File: config.mk
export PLATFORM = sky130hd
export DESIGN_NAME = fetch_sequencer_flat
export DESIGN_NICKNAME = d
export VERILOG_FILES = /design/src/rtl/fetch_sequencer_if.sv /design/src/rtl/fetch_sequencer.sv /design/src/flat_wrapper.sv
export SDC_FILE = /design/constraint.sdc
export NUM_CORES = 1
export LEC_CHECK = 0
export ABC_AREA = 1
export BUFFER_PORTS_ARGS = -buffer_cell sky130_fd_sc_hd__buf_2
export CORE_MARGIN = 4
export CORE_UTILIZATION = 50
export CTS_CLUSTER_DIAMETER = 60
export DETAILED_ROUTE_END_ITERATION = 7
export PLACE_DENSITY = 0.83
export SYNTH_ARGS = -nofsm -noshare
export SYNTH_HDL_FRONTEND = slang
export SYNTH_SLANG_ARGS = --single-unit
File: constraint.sdc
create_clock -name Clk -period 4.03 [get_ports Clk]
set_clock_uncertainty 0.1 [all_clocks]
set_input_delay 0.2015 -clock Clk [delete_from_list [all_inputs] [get_ports Clk]]
set_output_delay 0.2015 -clock Clk [all_outputs]
set_load 0.1 [all_outputs]
File: src/rtl/fetch_sequencer_if.sv
// Instruction-memory request/ack bus and the decode handshake, as seen from the fetch sequencer.
interface fetch_sequencer_if;
    logic        imem_req;
    logic [31:0] imem_addr;
    logic        imem_ack;
    logic [31:0] imem_rdata;
    logic        instr_valid;
    logic        dec_ready;
    logic [31:0] instr_out;
    logic [31:0] instr_pc;

    modport master (
        output imem_req,
        output imem_addr,
        input  imem_ack,
        input  imem_rdata,
        output instr_valid,
        input  dec_ready,
        output instr_out,
        output instr_pc
    );

    modport slave (
        input  imem_req,
        input  imem_addr,
        output imem_ack,
        output imem_rdata,
        input  instr_valid,
        output dec_ready,
        input  instr_out,
        input  instr_pc
    );
endinterface

File: src/rtl/fetch_sequencer.sv
// Program counter owner for the MIPS core: one outstanding instruction fetch at a time,
// branch/jump/jr redirects with stale-fetch kill, fetch timeout and jr alignment detection.
module fetch_sequencer #(
    parameter logic [31:0] RESET_PC = 32'h0000_3000,
    parameter int          TIMEOUT  = 16,
    parameter int          TO_W     = 8
) (
    input  logic                Clk,
    input  logic                PcReSet,
    fetch_sequencer_if.master   bus,
    input  logic [31:0]         ex_pc,
    input  logic                br_taken,
    input  logic [15:0]         br_off,
    input  logic                j_valid,
    input  logic [25:0]         j_index,
    input  logic                jr_valid,
    input  logic [31:0]         jr_addr,
    output logic                align_err,
    output logic                bus_err
);

    typedef enum logic [1:0] {
        BOOT  = 2'd0,
        FETCH = 2'd1,
        HOLD  = 2'd2,
        ERR   = 2'd3
    } state_t;

    state_t            state, state_nxt;
    logic [31:0]       pc, pc_nxt;
    logic [31:0]       fetch_addr, fetch_addr_nxt;
    logic [31:0]       instr_out_r, instr_pc_r;
    logic              kill, kill_nxt;
    logic [TO_W-1:0]   to_cnt, to_cnt_nxt;
    logic              ld_instr;
    logic              bus_err_nxt;
    logic              align_err_nxt;

    logic              redir;
    logic [31:0]       redir_target;
    logic              to_expire;

    function automatic logic [31:0] br_target(input logic [31:0] epc,
                                              input logic signed [15:0] off);
        logic signed [31:0] disp;
        disp = {{14{off[15]}}, off, 2'b00};
        return epc + 32'd4 + $unsigned(disp);
    endfunction

    function automatic logic [31:0] j_target(input logic [31:0] epc,
                                             input logic [25:0] idx);
        logic [31:0] p4;
        p4 = epc + 32'd4;
        return {p4[31:28], idx, 2'b00};
    endfunction

    // Redirect selection: jr beats j beats br; nothing redirects a machine stuck in ERR.
    always_comb begin
        redir = (state != ERR) && (jr_valid || j_valid || br_taken);
        if (jr_valid)
            redir_target = {jr_addr[31:2], 2'b00};
        else if (j_valid)
            redir_target = j_target(ex_pc, j_index);
        else
            redir_target = br_target(ex_pc, br_off);
        to_expire     = (to_cnt == TO_W'(TIMEOUT - 1));
        align_err_nxt = (state != ERR) && jr_valid && (jr_addr[1:0] != 2'b00);
    end

    always_ff @(posedge Clk or posedge PcReSet) begin
        if (PcReSet)
            state <= BOOT;
        else
            state <= state_nxt;
    end

    always_comb begin
        state_nxt      = state;
        pc_nxt         = pc;
        fetch_addr_nxt = fetch_addr;
        kill_nxt       = kill;
        to_cnt_nxt     = to_cnt;
        ld_instr       = 1'b0;
        bus_err_nxt    = bus_err;

        case (state)
            BOOT: begin
                state_nxt      = FETCH;
                pc_nxt         = redir ? redir_target : pc;
                fetch_addr_nxt = pc_nxt;
                kill_nxt       = 1'b0;
                to_cnt_nxt     = '0;
            end

            FETCH: begin
                if (bus.imem_ack) begin
                    to_cnt_nxt = '0;
                    if (redir) begin
                        // Data arriving with a redirect is stale; refetch from the target.
                        pc_nxt         = redir_target;
                        fetch_addr_nxt = redir_target;
                        kill_nxt       = 1'b0;
                    end else if (kill) begin
                        kill_nxt       = 1'b0;
                        fetch_addr_nxt = pc;
                    end else begin
                        ld_instr  = 1'b1;
                        pc_nxt    = fetch_addr + 32'd4;
                        state_nxt = HOLD;
                    end
                end else if (to_expire) begin
                    state_nxt   = ERR;
                    bus_err_nxt = 1'b1;
                end else begin
                    to_cnt_nxt = to_cnt + TO_W'(1);
                    // The request address must stay put, so remember to drop its data instead.
                    if (redir) begin
                        pc_nxt   = redir_target;
                        kill_nxt = 1'b1;
                    end
                end
            end

            HOLD: begin
                if (redir) begin
                    pc_nxt         = redir_target;
                    fetch_addr_nxt = redir_target;
                    to_cnt_nxt     = '0;
                    state_nxt      = FETCH;
                end else if (bus.dec_ready) begin
                    fetch_addr_nxt = pc;
                    to_cnt_nxt     = '0;
                    state_nxt      = FETCH;
                end
            end

            ERR: begin
                state_nxt = ERR;
            end

            default: begin
                state_nxt = BOOT;
            end
        endcase
    end

    always_ff @(posedge Clk or posedge PcReSet) begin
        if (PcReSet) begin
            pc          <= RESET_PC;
            fetch_addr  <= '0;
            kill        <= 1'b0;
            to_cnt      <= '0;
            instr_out_r <= '0;
            instr_pc_r  <= '0;
            bus_err     <= 1'b0;
            align_err   <= 1'b0;
        end else begin
            pc         <= pc_nxt;
            fetch_addr <= fetch_addr_nxt;
            kill       <= kill_nxt;
            to_cnt     <= to_cnt_nxt;
            bus_err    <= bus_err_nxt;
            align_err  <= align_err_nxt;
            if (ld_instr) begin
                instr_out_r <= bus.imem_rdata;
                instr_pc_r  <= fetch_addr;
            end
        end
    end

    assign bus.imem_req    = (state == FETCH);
    assign bus.imem_addr   = (state == FETCH) ? fetch_addr : 32'd0;
    assign bus.instr_valid = (state == HOLD);
    assign bus.instr_out   = instr_out_r;
    assign bus.instr_pc    = instr_pc_r;

endmodule

File: src/flat_wrapper.sv
// flat-port wrapper written by rule: the top's interface ports become plain ports
module fetch_sequencer_flat 
#(
    parameter logic [31:0] RESET_PC = 32'h0000_3000,
    parameter int          TIMEOUT  = 16,
    parameter int          TO_W     = 8
)
  (Clk, PcReSet, ex_pc, br_taken, br_off, j_valid, j_index, jr_valid, jr_addr, align_err, bus_err, bus_imem_req, bus_imem_addr, bus_imem_ack, bus_imem_rdata, bus_instr_valid, bus_dec_ready, bus_instr_out, bus_instr_pc);
  fetch_sequencer_if bus_i ();
  input  logic Clk;
  input  logic PcReSet;
  input  logic [31:0] ex_pc;
  input  logic br_taken;
  input  logic [15:0] br_off;
  input  logic j_valid;
  input  logic [25:0] j_index;
  input  logic jr_valid;
  input  logic [31:0] jr_addr;
  output logic align_err;
  output logic bus_err;
  output wire logic [$bits(bus_i.imem_req)-1:0] bus_imem_req;
  output wire logic [$bits(bus_i.imem_addr)-1:0] bus_imem_addr;
  input wire logic [$bits(bus_i.imem_ack)-1:0] bus_imem_ack;
  input wire logic [$bits(bus_i.imem_rdata)-1:0] bus_imem_rdata;
  output wire logic [$bits(bus_i.instr_valid)-1:0] bus_instr_valid;
  input wire logic [$bits(bus_i.dec_ready)-1:0] bus_dec_ready;
  output wire logic [$bits(bus_i.instr_out)-1:0] bus_instr_out;
  output wire logic [$bits(bus_i.instr_pc)-1:0] bus_instr_pc;
  assign bus_imem_req = bus_i.imem_req;
  assign bus_imem_addr = bus_i.imem_addr;
  assign bus_i.imem_ack = bus_imem_ack;
  assign bus_i.imem_rdata = bus_imem_rdata;
  assign bus_instr_valid = bus_i.instr_valid;
  assign bus_i.dec_ready = bus_dec_ready;
  assign bus_instr_out = bus_i.instr_out;
  assign bus_instr_pc = bus_i.instr_pc;
  fetch_sequencer #(.RESET_PC(RESET_PC), .TIMEOUT(TIMEOUT), .TO_W(TO_W)) u_core (.Clk(Clk), .PcReSet(PcReSet), .bus(bus_i), .ex_pc(ex_pc), .br_taken(br_taken), .br_off(br_off), .j_valid(j_valid), .j_index(j_index), .jr_valid(jr_valid), .jr_addr(jr_addr), .align_err(align_err), .bus_err(bus_err));
endmodule
==> impl_metrics.yaml <==
power_and_ir_drop:
  p_clk_share_pct: 14.7
  power.switching_mw: 6.72
  ir_worst_vdd_v: 0.000602
  p_sw_share_pct: 60.3
  pwr-share-comb_pct: 62.3
  p_int_mw: 4.43
  p_leak_nw: 6.95
  power.density_nw_per_um2: 854
  power.share.sequential_pct: 23.0
worst_setup_path:
  r2r_end: "u_core.fetch_addr[27]"
  arrival_ps: 3400
  reg2reg_from: "u_core.state[0]"
  r2r_slack_ps: 1330
  critPathKind: "primary input to flop"
  reg2reg_depth: 9
  worstPathMaxFanout: 5
  crit_required_ps: 4250
  critPathCaptureType: "flop"
  start_kind: "primary input"
clocking:
  clkLatencyLatePin_ps: 430
  cts-root-buf: "clkbuf_16"
  cts_tree: "done"
  cts_made_buffers: 17
  path_clk_slew_ps: 70
  clock-sinks: 141
  cts_htree_levels: 4
  clock_path_buffers: 2
cells_and_area:
  finalNonFillerCells: 2142
  area_growth_pct: 22.1
  antennaDiodeCount: 0
  multi_input_area_sq_um: 6150
  fin_area_sq_um: 13100
  final.fill_count: 1885
  seq_area_sq_um: 3530
  nNetsFinal: 2037
  fin_util_pct: 62.1
  layout-drive-gt1-share_pct: 18.3
job:
  max_cap_viol_count: 0
worst_hold_path:
  min_path_type: "primary input to flop"
  hold_end: "u_core.align_err"
  min_path_cells: 3
  hold_start: "jr_addr[1]"
routing:
  drc: 0
  vias: 11700
  drt-total-wl_microns: 35600
  ant_nets: 0
  wl_per_cell_microns: 16.6
  routed_via_density: 5.48
  drt_iter0_markers: 1159
  dr.pass1.iters: 5
global_routing:
  grt_pass1_vias: 11300
  track_usage_pct: 29.5
  grt-ovfl-total: 0
  grt_max_degree: 142
  grt_antenna_before_repair: 0
  grt_pass1_wl_microns: 57500
placed_design:
  hpwl_microns: 26600
  placed_cells: 2075
  place.gp.congestion: 0.997
  port_buffers: 244
  dpl_cell_area_sq_um: 12100
synth:
  seq_area_frac_synth_pct: 33.0
  synth.distinct_cells: 46
  synth_compound_area_share_pct: 11.2
  synth_edf_count: 0
  synth_area_leaders: "dfrtp_1, nand2_1, inv_1"
  yosysTopAreaCell: "dfrtp_1"
  syn-cell-area_sq_um: 10700
  ys_ff_latch: 141
  synthMuxAreaShare_pct: 3.37
  syn_nets: 1781
  synthArstFlopShare_pct: 100
  netlist.area_leader.share_pct: 32.5
  yosys_warnings: 0
  synthSimpleGateAreaFrac_pct: 34.3
  synth_xor_area_share_pct: 4.01
  synth_top_family_by_area: "simple AND/OR/NAND/NOR gates"
  synth_cells: 1598
  ys.flop_type: "dfrtp_1"
  synth-adder-area-share_pct: 4.52
  syn_avg_cell_area_sq_um: 6.69
floorplan:
  start_util_pct: 50.8
  rows: 53
  fp.dieW_microns: 154
  die_area_sq_um: 23800
  io_pins: 245
  chipHeight_microns: 154
  core_sq_um: 21000
sta:
  setup_viol: 0
  fmax_mhz: 315
  period_needed_ps: 3180
  rsz0062_at_grt: "false"
  slew_viol_final: 0
  finalCritPeriodShare_pct: 78.8
  slew_headroom_pct: 33.0
  hold_viol_final: 0
  worst_slew_pin_slew_ps: 1000
  setup_tns_ps: 0
outcome:
  outcome: "finished, final reports clean"
registers in the layout, indices dropped and copies added (netlist names):
| register | count |
|---|---|
| u_core.bus.instr_out | 32 |
| u_core.bus.instr_pc | 32 |
| u_core.fetch_addr | 32 |
| u_core.pc | 32 |
| u_core.to_cnt | 8 |
| u_core.state | 2 |
| u_core.align_err | 1 |
| u_core.bus_err | 1 |
| u_core.kill | 1 |
area by class of cell:
cell class,instances,area share [%]
Sequential cell,141,27.0
Timing Repair Buffer,286,12.5
Clock buffer,17,3.26
Tap cell,275,2.64
Inverter,204,5.95
Multi-Input combinational cell,1204,47.1
Clock inverter,15,1.47
cells in the mapped netlist, drive strengths merged (20+ instances only):
| library cell | count |
|---|---|
| a21oi | 52 |
| a31oi | 23 |
| buf | 25 |
| clkbuf | 24 |
| dfrtp | 139 |
| ha | 37 |
| inv | 203 |
| mux2 | 32 |
| nand2 | 511 |
| nand3 | 127 |
| nand4 | 20 |
| nor2 | 175 |
| nor3 | 28 |
| o21ai | 85 |
| xor2 | 36 |
layout by cell type, fill, tap and decap left out, types with 4 or more instances in the layout:
cell and n:
nand3b_1 7, buf_2 244, nor2_1 171, dlygate4sd3_1 35, o21ai_1 13, mux2_2 32, a22o_1 12, nand4_1 20
buf_4 6, dfrtp_1 139, clkbuf_16 17, o21ai_0 70, inv_8 5, ha_1 37, o211ai_1 13, inv_6 4
o21bai_1 7, inv_1 193, o22ai_1 4, a31oi_1 23, xnor2_1 13, nand2_1 509, nor2_4 4, inv_2 7
nor3_1 28, a21oi_1 52, nand3_1 125, nor4_1 4, xor2_1 36
how the worst max path moves through the flow:
| stage | endpoint | slack [ps] | from |
|---|---|---|---|
| 3_3_place_gp | u_core.pc[23] | 540 | ex_pc[2] |
| 4_1_cts | u_core.pc[31] | 870 | ex_pc[2] |
| 2_1_floorplan | bus_imem_addr[10] | 1010 | u_core.state[0] |
| 5_1_grt | u_core.pc[31] | 350 | ex_pc[4] |
| 6_report | u_core.pc[31] | 850 | ex_pc[2] |
| 3_5_place_dp | u_core.pc[31] | 440 | ex_pc[2] |
kinds of logic after synthesis:
family	count (synthesis)
xor+xnor	49
compound gates	206
buf+inv	253
flops	141
mux	32
fa+ha+maj	38
simple gates	879
routing by layer:
metal  vias to the layer above  track usage [%]  share of wire (%)
met5                         -                0                  0
met4                         0             8.62                2.9
met3                        71             4.34                7.8
met2                       526             50.6                 48
met1                      5444             39.0                 42
li1                       5687                -                  -
power by group through the flow:
stage	sequential, mW	clock [mW]	combinational, mW
after floorplan	4.69	0	3.38
after global placement	2.52	0	6.74
after detailed placement	2.56	0	6.84
after CTS	2.53	1.65	6.89
after global routing	2.63	1.73	7.40
final	2.57	1.64	6.94
worst max-delay path, stage by stage:
cell and delay (ps):
buf_2 130, nand3_1 130, nor2_1 230, nand3_2 150
nor2_1 200, nand4_1 200, nor4_2 270, nand2_1 100
xor2_1 150, inv_1 60, ha_1 370, nand2_1 120
nor3_1 210, nand2_1 100, inv_1 60, nand2_1 50
nand2_1 60, inv_1 30, nand2_1 70, inv_1 40
nand2_1 50, nand3_1 60, nand2_1 130, nand3_1 80
nand3_1 100, nand2_1 60
through the flow:
step	worst slack (ps)	total power [mW]	hold slack [ps]
after detailed placement	439	9.40	338
after global routing	347	11.8	61.6
after global placement	537	9.27	335
after CTS	866	11.1	5.55
after floorplan	1010	8.07	252
final	853	11.1	58.1
repair_timing:
| action | 4_1_cts | 5_1_grt |
|---|---|---|
| buffers inserted | 0 | 0 |
| hold buffers | 35 | 0 |
| gates resized for setup | 0 | 0 |
| endpoints found under the hold margin | 174 | 0 |
| endpoints found under the setup margin | 0 | 0 |
No activity file was read; power rests on OpenSTA's default activity.
